## config.mk

```make
export PLATFORM = sky130hd
export DESIGN_NAME = bcd_serial_adder
export DESIGN_NICKNAME = d
export VERILOG_FILES = /design/src/rtl/bcd_pkg.sv /design/src/rtl/bcd_digit_cell.sv /design/src/rtl/bcd_serial_adder.sv
export SDC_FILE = /design/constraint.sdc
export NUM_CORES = 1
export LEC_CHECK = 0
export BUFFER_PORTS_ARGS = -buffer_cell sky130_fd_sc_hd__buf_4
export CAP_MARGIN = 20
export CORE_MARGIN = 2
export CORE_UTILIZATION = 55
export DETAILED_ROUTE_END_ITERATION = 8
export GPL_ROUTABILITY_DRIVEN = 0
export PLACE_DENSITY = 0.85
export SLEW_MARGIN = 30
export SYNTH_ARGS = -nofsm -noshare
export SYNTH_HDL_FRONTEND = slang
export SYNTH_SLANG_ARGS = --single-unit
```

## constraint.sdc

```tcl
create_clock -name clk -period 2.8 [get_ports clk]
set_input_delay 0.14 -clock clk [delete_from_list [all_inputs] [get_ports clk]]
set_output_delay 0.14 -clock clk [all_outputs]
set_load 0.1 [all_outputs]
```

## src/rtl/bcd_pkg.sv

```systemverilog
// ============================================================================
// Module      : bcd_pkg
// Description : Shared constants, FSM state type and digit helper for the
//               digit-serial BCD adder.
// Revision    : 1.0 - initial release
// ============================================================================
`default_nettype none

package bcd_pkg;

   localparam int BCD_DIGIT_W   = 4;
   localparam int BCD_MAX_DIGIT = 9;
   localparam int BCD_CORR      = 6;

   typedef enum logic [1:0] {
      IDLE = 2'd0,
      RUN  = 2'd1,
      DONE = 2'd2
   } bcd_state_t;

   // A nibble is a legal BCD digit only in the range 0..9.
   function automatic logic bcd_invalid(input logic [BCD_DIGIT_W-1:0] d);
      return d > BCD_DIGIT_W'(BCD_MAX_DIGIT);
   endfunction

endpackage : bcd_pkg

`default_nettype wire

```

## src/rtl/bcd_digit_cell.sv

```systemverilog
// ============================================================================
// Module      : bcd_digit_cell
// Description : Combinational single-digit decimal-corrected adder cell, with
//               optional 9's-complement operand path (macro BCD_SUB_EN).
// Revision    : 1.0 - initial release
// ============================================================================
`default_nettype none

module bcd_digit_cell
   import bcd_pkg::*;
(
   input  logic [BCD_DIGIT_W-1:0] a_dig,
   input  logic [BCD_DIGIT_W-1:0] b_dig,
   input  logic                   carry_in,
   input  logic                   sub,
   output logic [BCD_DIGIT_W-1:0] sum,
   output logic                   carry_out,
   output logic                   invalid
);

   logic [BCD_DIGIT_W-1:0] w_bv;
   logic [BCD_DIGIT_W:0]   w_raw;
   logic                   w_gt9;

`ifdef BCD_SUB_EN
   // 9's complement wraps modulo 16 for out-of-range b digits.
   assign w_bv = sub ? (BCD_DIGIT_W'(BCD_MAX_DIGIT) - b_dig) : b_dig;
`else
   logic w_sub_unused;
   assign w_sub_unused = sub;
   assign w_bv         = b_dig;
`endif

   assign w_raw = {1'b0, a_dig} + {1'b0, w_bv} + {{BCD_DIGIT_W{1'b0}}, carry_in};
   assign w_gt9 = w_raw > (BCD_DIGIT_W+1)'(BCD_MAX_DIGIT);

   assign sum       = w_gt9 ? (w_raw[BCD_DIGIT_W-1:0] + BCD_DIGIT_W'(BCD_CORR))
                            : w_raw[BCD_DIGIT_W-1:0];
   assign carry_out = w_gt9;
   assign invalid   = bcd_invalid(a_dig) | bcd_invalid(b_dig);

endmodule : bcd_digit_cell

`default_nettype wire

```

## src/rtl/bcd_serial_adder.sv

```systemverilog
// ============================================================================
// Module      : bcd_serial_adder
// Description : Digit-serial multi-digit BCD adder with start/done handshake;
//               optional subtraction enabled by macro BCD_SUB_EN.
// Revision    : 1.0 - initial release
// ============================================================================
`default_nettype none

module bcd_serial_adder
   import bcd_pkg::*;
#(
   parameter int DIGITS = 4
)(
   input  logic                          clk,
   input  logic                          rst,
   input  logic                          start,
   input  logic [BCD_DIGIT_W*DIGITS-1:0] a,
   input  logic [BCD_DIGIT_W*DIGITS-1:0] b,
   input  logic                          cin,
   input  logic                          sub,
   output logic [BCD_DIGIT_W*DIGITS-1:0] s,
   output logic                          cout,
   output logic                          busy,
   output logic                          done,
   output logic                          err
);

   localparam int c_data_w = BCD_DIGIT_W * DIGITS;
   localparam int c_idx_w  = $clog2(DIGITS + 1);
   localparam logic [c_idx_w-1:0] c_last_idx = c_idx_w'(DIGITS - 1);

   bcd_state_t              r_state;
   logic [c_data_w-1:0]     r_a;
   logic [c_data_w-1:0]     r_b;
   logic [c_data_w-1:0]     r_res;
   logic                    r_sub;
   logic                    r_carry;
   logic                    r_err_acc;
   logic [c_idx_w-1:0]      r_idx;

   logic                    w_sub_req;
   logic [BCD_DIGIT_W-1:0]  w_cell_sum;
   logic                    w_cell_cout;
   logic                    w_cell_inv;
   logic [c_data_w-1:0]     w_a_next;
   logic [c_data_w-1:0]     w_b_next;
   logic [c_data_w-1:0]     w_res_next;

`ifdef BCD_SUB_EN
   assign w_sub_req = sub;
`else
   logic w_sub_unused;
   assign w_sub_unused = sub;
   assign w_sub_req    = 1'b0;
`endif

   bcd_digit_cell u_cell (
      .a_dig     (r_a[BCD_DIGIT_W-1:0]),
      .b_dig     (r_b[BCD_DIGIT_W-1:0]),
      .carry_in  (r_carry),
      .sub       (r_sub),
      .sum       (w_cell_sum),
      .carry_out (w_cell_cout),
      .invalid   (w_cell_inv)
   );

   // Operands drain towards digit 0; results enter at the top so that after
   // DIGITS shifts digit 0 sits in the low nibble.
   generate
      if (DIGITS == 1) begin : g_single
         assign w_a_next   = '0;
         assign w_b_next   = '0;
         assign w_res_next = w_cell_sum;
      end else begin : g_multi
         assign w_a_next   = {{BCD_DIGIT_W{1'b0}}, r_a[c_data_w-1:BCD_DIGIT_W]};
         assign w_b_next   = {{BCD_DIGIT_W{1'b0}}, r_b[c_data_w-1:BCD_DIGIT_W]};
         assign w_res_next = {w_cell_sum, r_res[c_data_w-1:BCD_DIGIT_W]};
      end
   endgenerate

   always_ff @(posedge clk) begin
      if (rst) begin
         r_state   <= IDLE;
         r_a       <= '0;
         r_b       <= '0;
         r_res     <= '0;
         r_sub     <= 1'b0;
         r_carry   <= 1'b0;
         r_err_acc <= 1'b0;
         r_idx     <= '0;
         s         <= '0;
         cout      <= 1'b0;
         err       <= 1'b0;
         busy      <= 1'b0;
         done      <= 1'b0;
      end else begin
         done <= 1'b0;
         case (r_state)
            IDLE: begin
               if (start) begin
                  r_a       <= a;
                  r_b       <= b;
                  r_sub     <= w_sub_req;
                  r_carry   <= w_sub_req ? 1'b1 : cin;
                  r_idx     <= '0;
                  r_err_acc <= 1'b0;
                  busy      <= 1'b1;
                  r_state   <= RUN;
               end
            end
            RUN: begin
               r_a       <= w_a_next;
               r_b       <= w_b_next;
               r_res     <= w_res_next;
               r_carry   <= w_cell_cout;
               r_err_acc <= r_err_acc | w_cell_inv;
               r_idx     <= r_idx + c_idx_w'(1);
               if (r_idx == c_last_idx) begin
                  r_state <= DONE;
               end
            end
            DONE: begin
               s       <= r_res;
               cout    <= r_carry;
               err     <= r_err_acc;
               done    <= 1'b1;
               busy    <= 1'b0;
               r_state <= IDLE;
            end
            default: begin
               busy    <= 1'b0;
               r_state <= IDLE;
            end
         endcase
      end
   end

endmodule : bcd_serial_adder

`default_nettype wire

```

== After elaboration in Yosys (flattened, before gate mapping) ==
Cells that the tools add are included.
W data, S select, Z words.
Storage, ports and cells
  flip-flop bits (word level): 75
  bits in latches: 0
  memory bits (writable): 0
  ROM bits: 0
  input bits: 37
  output and inout port bits: 20
  word-level logic and storage cells: 49
  memories: 0
Cells by class
  add/subtract/negate cells: 4
  multiply operators: 0
  div/mod/pow operators: 0
  magnitude comparators: 3
  eq/ne operators: 5
  shift-type cells: 0
  multiplexer cells: 17
  bitwise logic cells: 3
  reductions and logical operators: 5
Operator list (number)
  $pmux W16 S2: 2
  $mux W16: 2
  $gt A4 B4 Y1 const B: 2
  $pmux W1 S2: 3
  $pmux W3 S2: 1
  $reduce_and A2 Y1: 3
  $add A4 B4 Y5: 1
  $add A5 B1 Y5: 1
  $gt A5 B4 Y1 const B: 1
  $add A4 B3 Y4 const B: 1
  $mux W1: 4
  $mux W2: 2
  $mux W4: 1
  $ne A2 B2 Y1 const B: 2
  $pmux W2 S2: 1
  $add A3 B1 Y3 const B: 1
  $eq A3 B2 Y1 const B: 1
  $mux W3: 1
  $eq A2 B1 Y1 const B: 1
  $eq A2 B2 Y1 const B: 1
  $logic_not A2 Y1: 1
  $or A1 B1 Y1: 2
  $reduce_bool A2 Y1: 1
  $not A1 Y1: 1

== Logic depth before layout (Yosys ltp) ==
Gate-level depths: netlist of the first run.
  word-level depth: 4
  depth in mapped cells: 10
  gate-level depth less buffers: 10

== Modules after synthesis ==
A second synthesis of the first run with hierarchy kept.
Second synthesis, totals
  cells, all modules: 350
  area total of the unflattened synthesis: 3060.4 um2
By module, submodules not included
  bcd_serial_adder: times used 1, cells an instance 325, area each 2835.2 um2, sequential area each 1501.4 um2
  bcd_digit_cell: times used 1, cells an instance 25, area each 225.2 um2, sequential area each 0.0 um2

== Least setup slack after synthesis of the first run ==
No wires, ideal clock.
  path kind: register to register
  from: reg r_a[0]
  to: reg r_res[13]
  setup time: 0.115 ns
  arrival time: 2.455 ns
  required time: 2.685 ns
  path slack: 0.230 ns
  cell stages (with the launch flop): 11
  path buffers: 0
  clock period less this slack: 2.570 ns
  cells stage by stage: dfxtp_1 fa_1 fa_1 xor2_2 inv_1 ha_1 inv_1 nor2_1 a2111oi_4 o21ai_1 a31o_1
Between the ends
  cells in the longest elaborated chain, start to end: 4
  elaborated cells on any way between the ends: 5
  those cells by class: add/sub (3); order compare (1); mux (1)
RTL lines
  start, declared: RTL line bcd_serial_adder.sv:33  | logic [c_data_w-1:0] r_a;
  start signal, assigned: RTL line bcd_serial_adder.sv:112  | r_a <= w_a_next;
  $add A4 B4 Y5 *: RTL line bcd_digit_cell.sv:34  | assign w_raw = {1'b0, a_dig} + {1'b0, w_bv} + {{BCD_DIGIT_W{1'b0}}, carry_in};
  $add A5 B1 Y5 *: RTL line bcd_digit_cell.sv:34
  $add A4 B3 Y4 / $gt A5 B4 Y1 (equally long branches): RTL line bcd_digit_cell.sv:37, bcd_digit_cell.sv:35
  $mux W4 *: RTL line bcd_digit_cell.sv:37  | assign sum = w_gt9 ? (w_raw[BCD_DIGIT_W-1:0] + BCD_DIGIT_W'(BCD_CORR))
  end signal, assigned: RTL line bcd_serial_adder.sv:114  | r_res <= w_res_next;
  end, declared: RTL line bcd_serial_adder.sv:35  | logic [c_data_w-1:0] r_res;
Mark *: on every way between the ends. The rest lies on a longest branch, timed or not.
A chain may end at the register's enable or synchronous reset.

== Worst setup path in the final report of the first run ==
Ends and elaborated chain as after synthesis.

==> results of run 1 <==
[cells in the mapped netlist (all sizes together), types with 2 or more instances]
cell type,n,area [um2]
o21ai,55,275.3
nand2b,2,12.51
nand2,89,334.1
clkbuf,27,101.4
ha,6,75.07
inv,29,108.9
nor2b,10,62.56
fa,2,40.04
nor2,53,201.5
a22oi,3,22.52
or2,2,12.51
dfxtp,75,1501
a21oi,104,520.5
a2111oi,2,36.29
buf,7,45.04
[worst min-delay path: stages]
cell,delay [ns]
buf_4,0.08
a22oi_1,0.06
nor2_1,0.08
[power breakdown]
part | leakage [nW] | total, mW | internal [mW] | switching, mW
combinational | 0.949 | 0.368 | 0.158 | 0.211
sequential | 0.614 | 1.17 | 1.12 | 0.0524
clock | 0.102 | 0.922 | 0.507 | 0.415
total | 1.67 | 2.47 | 1.79 | 0.678
[area by class of cell]
type | instances | share of cell area
timing repair buffer | 63 | 0.1152
clock buffer | 9 | 0.03017
sequential | 75 | 0.3660
tap | 75 | 0.02286
clock inverter | 7 | 0.02438
multi-input combinational | 341 | 0.4139
inverter | 30 | 0.02743
[per-stage QoR]
stage | instances | util
final | 600 | 0.6853
after global routing | 600 | 0.6853
after CTS | 598 | 0.6823
after detailed placement | 582 | 0.6449
after global placement | 582 | 0.6445
after floorplan | 480 | -
[worst max path at each step]
stage	cells past startpoint	to	slack, ns
after floorplan	10	r_res[13]	0.23
after detailed placement	10	r_res[13]	0.03
after global placement	10	r_res[13]	0.14
final	10	r_res[13]	0.16
after global routing	10	r_res[13]	0.004
after CTS	10	r_res[13]	0.03
[flip-flops by register name, indices dropped and copies added (netlist names)]
register and cells:
err 1, busy 1, s 16, r_err_acc 1, r_carry 1, r_a 16, r_state 2, r_res 16
done 1, r_b 16, cout 1, r_idx 3
[layer usage]
layer,wire length [um],share of wire,track usage
met3,366,0.046,0.06362
met5,0,0,0
met2,4173,0.53,0.4362
met1,3305,0.42,0.2768
met4,93,0.012,0.07899
[kinds of logic (layout without fill, tap and decap cells)]
kind of cell    after synthesis  in the layout  share of synthesized area
buf+inv                      64            109                    0.07497
fa+ha+maj                     8              8                    0.03332
flops                        75             75                     0.4346
compound gates              170            170                     0.2611
xor+xnor                      1              1                   0.004710
simple gates                162            162                     0.1912
[timing repair]
| item | in CTS | in global routing |
|---|---|---|
| hold endpoints to repair | 0 | 0 |
| gates resized for setup | 0 | 1 |
| setup endpoints to repair | 0 | 3 |
| buffers inserted | 0 | 2 |
==> impl_metrics.csv, run 1 <==
group,metric,value,unit
status,status,"completed",
place,dp.final_hpwl,5.216,mm
synthesis,synth_edf_count,0,
place,placed_cell_area,3864,um2
pwr,powerDensity,600.5,nW/um2
synthesis,synth-async-reset-ratio,0,
finish,multi_input_area,1699,um2
worst_setup_path,rr_worst_depth,10,
floorplanning,core,5991,um2
worst_setup_path,path_max_fanout,5,
routing,drt_iter0_drc,206,
synthesis,ys.flop_type,"dfxtp_1",
worst_setup_path,r2r_end,"r_res[13]",
worst_setup_path,cpMostUsedCell,"inv_1",
worst_setup_path,max_stage_delay,0.47,ns
timing,holdWs,0.03803,ns
finish,drive_above_1_share,0.1676,
synthesis,synth.avg_cell_area,7.197,um2
routing,ant_nets,0,
synthesis,ys_seq_area_frac,0.4346,
finish,final_common_cell,"a21oi_1",
timing,slew_headroom,0.5036,
worst_setup_path,end_kind,"flop",
routing,dr.pass1.iters,4,
global_routing,grt_pass1_vias,3090,
hold_path,hold_depth,3,
pwr,leakagePower,1.666,nW
synthesis,syn_inst,480,
cts,cts_tree,"yes",
routing,route.detailed.drc,0,
finish,stdcell_area,4105,um2
synthesis,ys_types,34,
worst_setup_path,crit_type,"reg2reg",
job,max_cap_viol_count,0,
synthesis,ys_warn_count,0,
timing,worstMarginPinSlew,0.7445,ns
timing,tns,0,ns
routing,wl_per_cell,13.23,um
global_routing,grt_max_degree,76,
floorplanning,start_util,0.5766,
worst_setup_path,cp.required,3.05,ns
cts,cts.sinks,75,
worst_setup_path,cp_num_buf_inv,2,
worst_setup_path,cp-start-kind,"flop",
timing,setup_ws,0.1633,ns
floorplanning,dieArea,6931,um2
pwr,irDropWorstVdd,0.4279,mV
routing,viasPerCell,5.505,
worst_setup_path,cpLargestDelayFamily,"adder cells",
cts,clock_latency,0.34,ns
global_routing,grt.total_usage,0.2420,
hold_path,hold_start,"a[14]",
timing,min_period_over_period,0.9417,
finish,num_antenna_cells,0,
worst_setup_path,startpoint,"r_a[0]",
timing,finalHoldViolations,0,
hold_path,hp-class,"in2reg",
floorplanning,num_io_pins,57,
cts,ctsHoldBuffers,0,
floorplanning,rows,28,
global_routing,grt_pass1_wl,13.82,mm
cts,cts_buffer_depth,2,
worst_setup_path,crit_slowest_cell,"fa_1",
routing,drt-total-wl,7.939,mm
cts,numCtsBuffers,9,
timing,setup_viol,0,
finish,layout_common_cells,"a21oi_1, nand2_1, dfxtp_1, buf_4, o21ai_0",
cts,htreeDepth,3,
global_routing,antenna_found_initial,0,
timing,maxSlewViolCount,0,
worst_setup_path,crit_chain,"fa_1 > fa_2 > xor2_2 > inv_1 > ha_1 > inv_1 > nor2_1 > a2111oi_4 > o21ai_1 > a31o_1",
synthesis,syn-cell-area,3455,um2
worst_setup_path,r2r_slack,0.16,ns
finish,seq_area,1503,um2
worst_setup_path,r2r_start,"r_a[0]",
finish,fillers,508,
synthesis,syn_nets,525,
cts,path_clk_slew,0.08,ns
finish,area_growth,18.83,%
timing,final.setup_skew,0.006628,ns
timing,rsz0062_at_grt,"false",
place,io_buffer_count,55,
synthesis,ys_ff_latch,75,
global_routing,overflow,0,
hold_path,hold_path_end,"r_a[14]",
place,pre_cts_ws,0.03094,ns
timing,period_needed,2.637,ns
floorplanning,die-width,83.25,um
floorplanning,die-height,83.25,um
finish,finalNetCount,565,
cts,clockRootBuffer,"clkbuf_8",
pwr,total_power,2.465,mW
routing,num_vias,3303,
timing,fmax,0.3793,GHz
worst_setup_path,cp.arrival,2.88,ns
(Power assumes the default switching activity.)
==> run 2: changes to the inputs <==
Settings changed: CORE_UTILIZATION 55 to 49, PLACE_DENSITY 0.85 to 0.82, SYNTH_HIERARCHICAL from default to 1.
Clock period 2.8 ns to 2.2 ns, I/O delays scaled along.
==> impl_metrics.csv, run 2 <==
group,metric,value,unit
hold_path,hp-class,"in2reg",
pwr,switchingPower,0.8256,mW
finish,finalNetCount,448,
worst_setup_path,cp.required,2.40,ns
pwr,sw_frac_of_total,0.2598,
timing,final.setup_skew,0.009539,ns
global_routing,grt.total_usage,0.2045,
synthesis,ys_warn_count,6,
timing,slew_headroom,0.5055,
routing,dr.pass1.iters,5,
routing,num_vias,2613,
floorplanning,core,5991,um2
finish,num_antenna_cells,0,
routing,ant_nets,0,
cts,cts_buffer_depth,2,
cts,cts.sinks,75,
routing,viasPerCell,5.410,
routing,route.detailed.drc,0,
status,violations,"setup timing",
worst_setup_path,cpMostUsedCell,"fa_2",
floorplanning,rows,28,
synthesis,syn_nets,394,
pwr,pwr-share-clk,0.372,
timing,period_needed,2.498,ns
worst_setup_path,cp-start-kind,"flop",
floorplanning,die-height,82.98,um
worst_setup_path,crit_slowest_cell,"fa_2",
worst_setup_path,crit_chain,"fa_2 > fa_2 > inv_2 > ha_4 > a31o_4 > a2111oi_4 > nor2b_1 > nand2_1 > a21oi_2",
routing,wl_per_cell,14.42,um
pwr,leakagePower,1.529,nW
worst_setup_path,end_kind,"flop",
timing,min_period_over_period,1.135,
global_routing,grt_pass1_vias,2476,
global_routing,antenna_found_initial,0,
timing,worstMarginPinSlew,0.7417,ns
floorplanning,dieArea,6886,um2
finish,drive_above_1_share,0.3015,
job,max_cap_viol_count,0,
global_routing,grt_max_degree,76,
timing,holdWs,0.005797,ns
routing,drt-total-wl,6.964,mm
cts,clock_latency,0.35,ns
status,status,"finished with violations",
timing,fmax,0.4004,GHz
cts,htreeDepth,3,
synthesis,syn-cell-area,3057,um2
cts,path_clk_slew,0.08,ns
global_routing,grt_pass1_wl,11.50,mm
finish,layout_common_cells,"dfxtp_1, nand2_1, buf_4, a21oi_1, inv_1",
timing,maxSlewViolCount,0,
synthesis,syn_inst,349,
place,dp.final_hpwl,4.497,mm
floorplanning,start_util,0.5102,
floorplanning,die-width,82.98,um
timing,setup_viol,4,
cts,clockRootBuffer,"clkbuf_8",
synthesis,synth.avg_cell_area,8.758,um2
timing,finalHoldViolations,0,
finish,post-route-util,0.6437,
routing,drt_iter0_drc,200,
pwr,powerDensity,824.0,nW/um2
pwr,combPwrFrac,0.162,
cts,numCtsBuffers,9,
cts,cts_tree,"yes",
place,io_buffer_count,55,
worst_setup_path,cp.arrival,2.70,ns
finish,area_growth,26.16,%
worst_setup_path,path_max_fanout,3,
global_routing,overflow,0,
finish,final_common_cell,"dfxtp_1",
timing,setup_ws,-0.2977,ns
pwr,p_int,2.352,mW
worst_setup_path,max_stage_delay,0.54,ns
pwr,irDropWorstVdd,0.5300,mV
pwr,p_seq_frac,0.466,
floorplanning,num_io_pins,57,
timing,rsz0062_at_grt,"true",
worst_setup_path,crit_type,"reg2reg",
## run 2: worst paths after layout
check / endpoint / cells past startpoint / slack [ns] / start
max reg2reg: r_res[15] / 9 / -0.30 / r_carry
min reg2reg: s[2] / 2 / 0.46 / r_res[2]
min: r_a[14] / 3 / 0.006 / a[14]
max: r_res[15] / 9 / -0.30 / r_carry
## run 2: power by group through the flow
stage	clock [mW]	combinational, mW	sequential (mW)
after floorplan	0	0.325	1.50
after global placement	0	0.446	1.51
after detailed placement	0	0.466	1.51
after CTS	1.19	0.495	1.48
after global routing	1.25	0.562	1.49
final	1.18	0.515	1.48
## run 2: worst max-delay path: cells and delay by family, from the launching register on
kind                       cells  cell delay (ns)
DFF                            1             0.34
buffers and inverters          1             0.06
and+or+nand+nor                2             0.20
adders and majority gates      3             1.10
AOI/OAI and AO/OA              3             0.66
## run 2: timing repair
item / CTS / global route
pin swaps: 2 / 4
setup endpoints to repair: 4 / 4
hold buffers: 1 / 0
setup buffers: 1 / 2
resized for setup: 2 / 2
hold endpoints to repair: 1 / 0
## run 2: per-layer routing
metal | wire length (um) | track usage | vias to the layer above
met5 | 0 | 0 | -
met1 | 3032 | 0.2589 | 1243
met4 | 120 | 0.06855 | 0
met2 | 3516 | 0.3372 | 59
met3 | 294 | 0.05567 | 9
li1 | - | - | 1302
## run 2: final cells by class
| cell class | instances | area, um2 |
|---|---|---|
| fill | 491 | 2135 |
| sequential | 75 | 1503 |
| multi-input combinational | 220 | 1410 |
| timing repair buffer | 69 | 520.5 |
| clock buffer | 10 | 137.6 |
| inverter | 28 | 105.1 |
| tap | 75 | 93.84 |
| clock inverter | 6 | 86.33 |
## run 2: metrics by stage
stage / power [mW] / setup WS (ns) / cells / setup TNS (ns) / cell area, um2
global placement: 1.952 / -0.1829 / 463 / -0.6243 / 3563
floorplan: 1.827 / -0.1335 / 349 / -0.4369 / 3098
detailed placement: 1.976 / -0.2930 / 463 / -0.9139 / 3563
global route: 3.306 / -0.3728 / 483 / -1.246 / 3856
CTS: 3.166 / -0.2805 / 481 / -0.8982 / 3829
finish: 3.178 / -0.2977 / 483 / -0.9656 / 3856
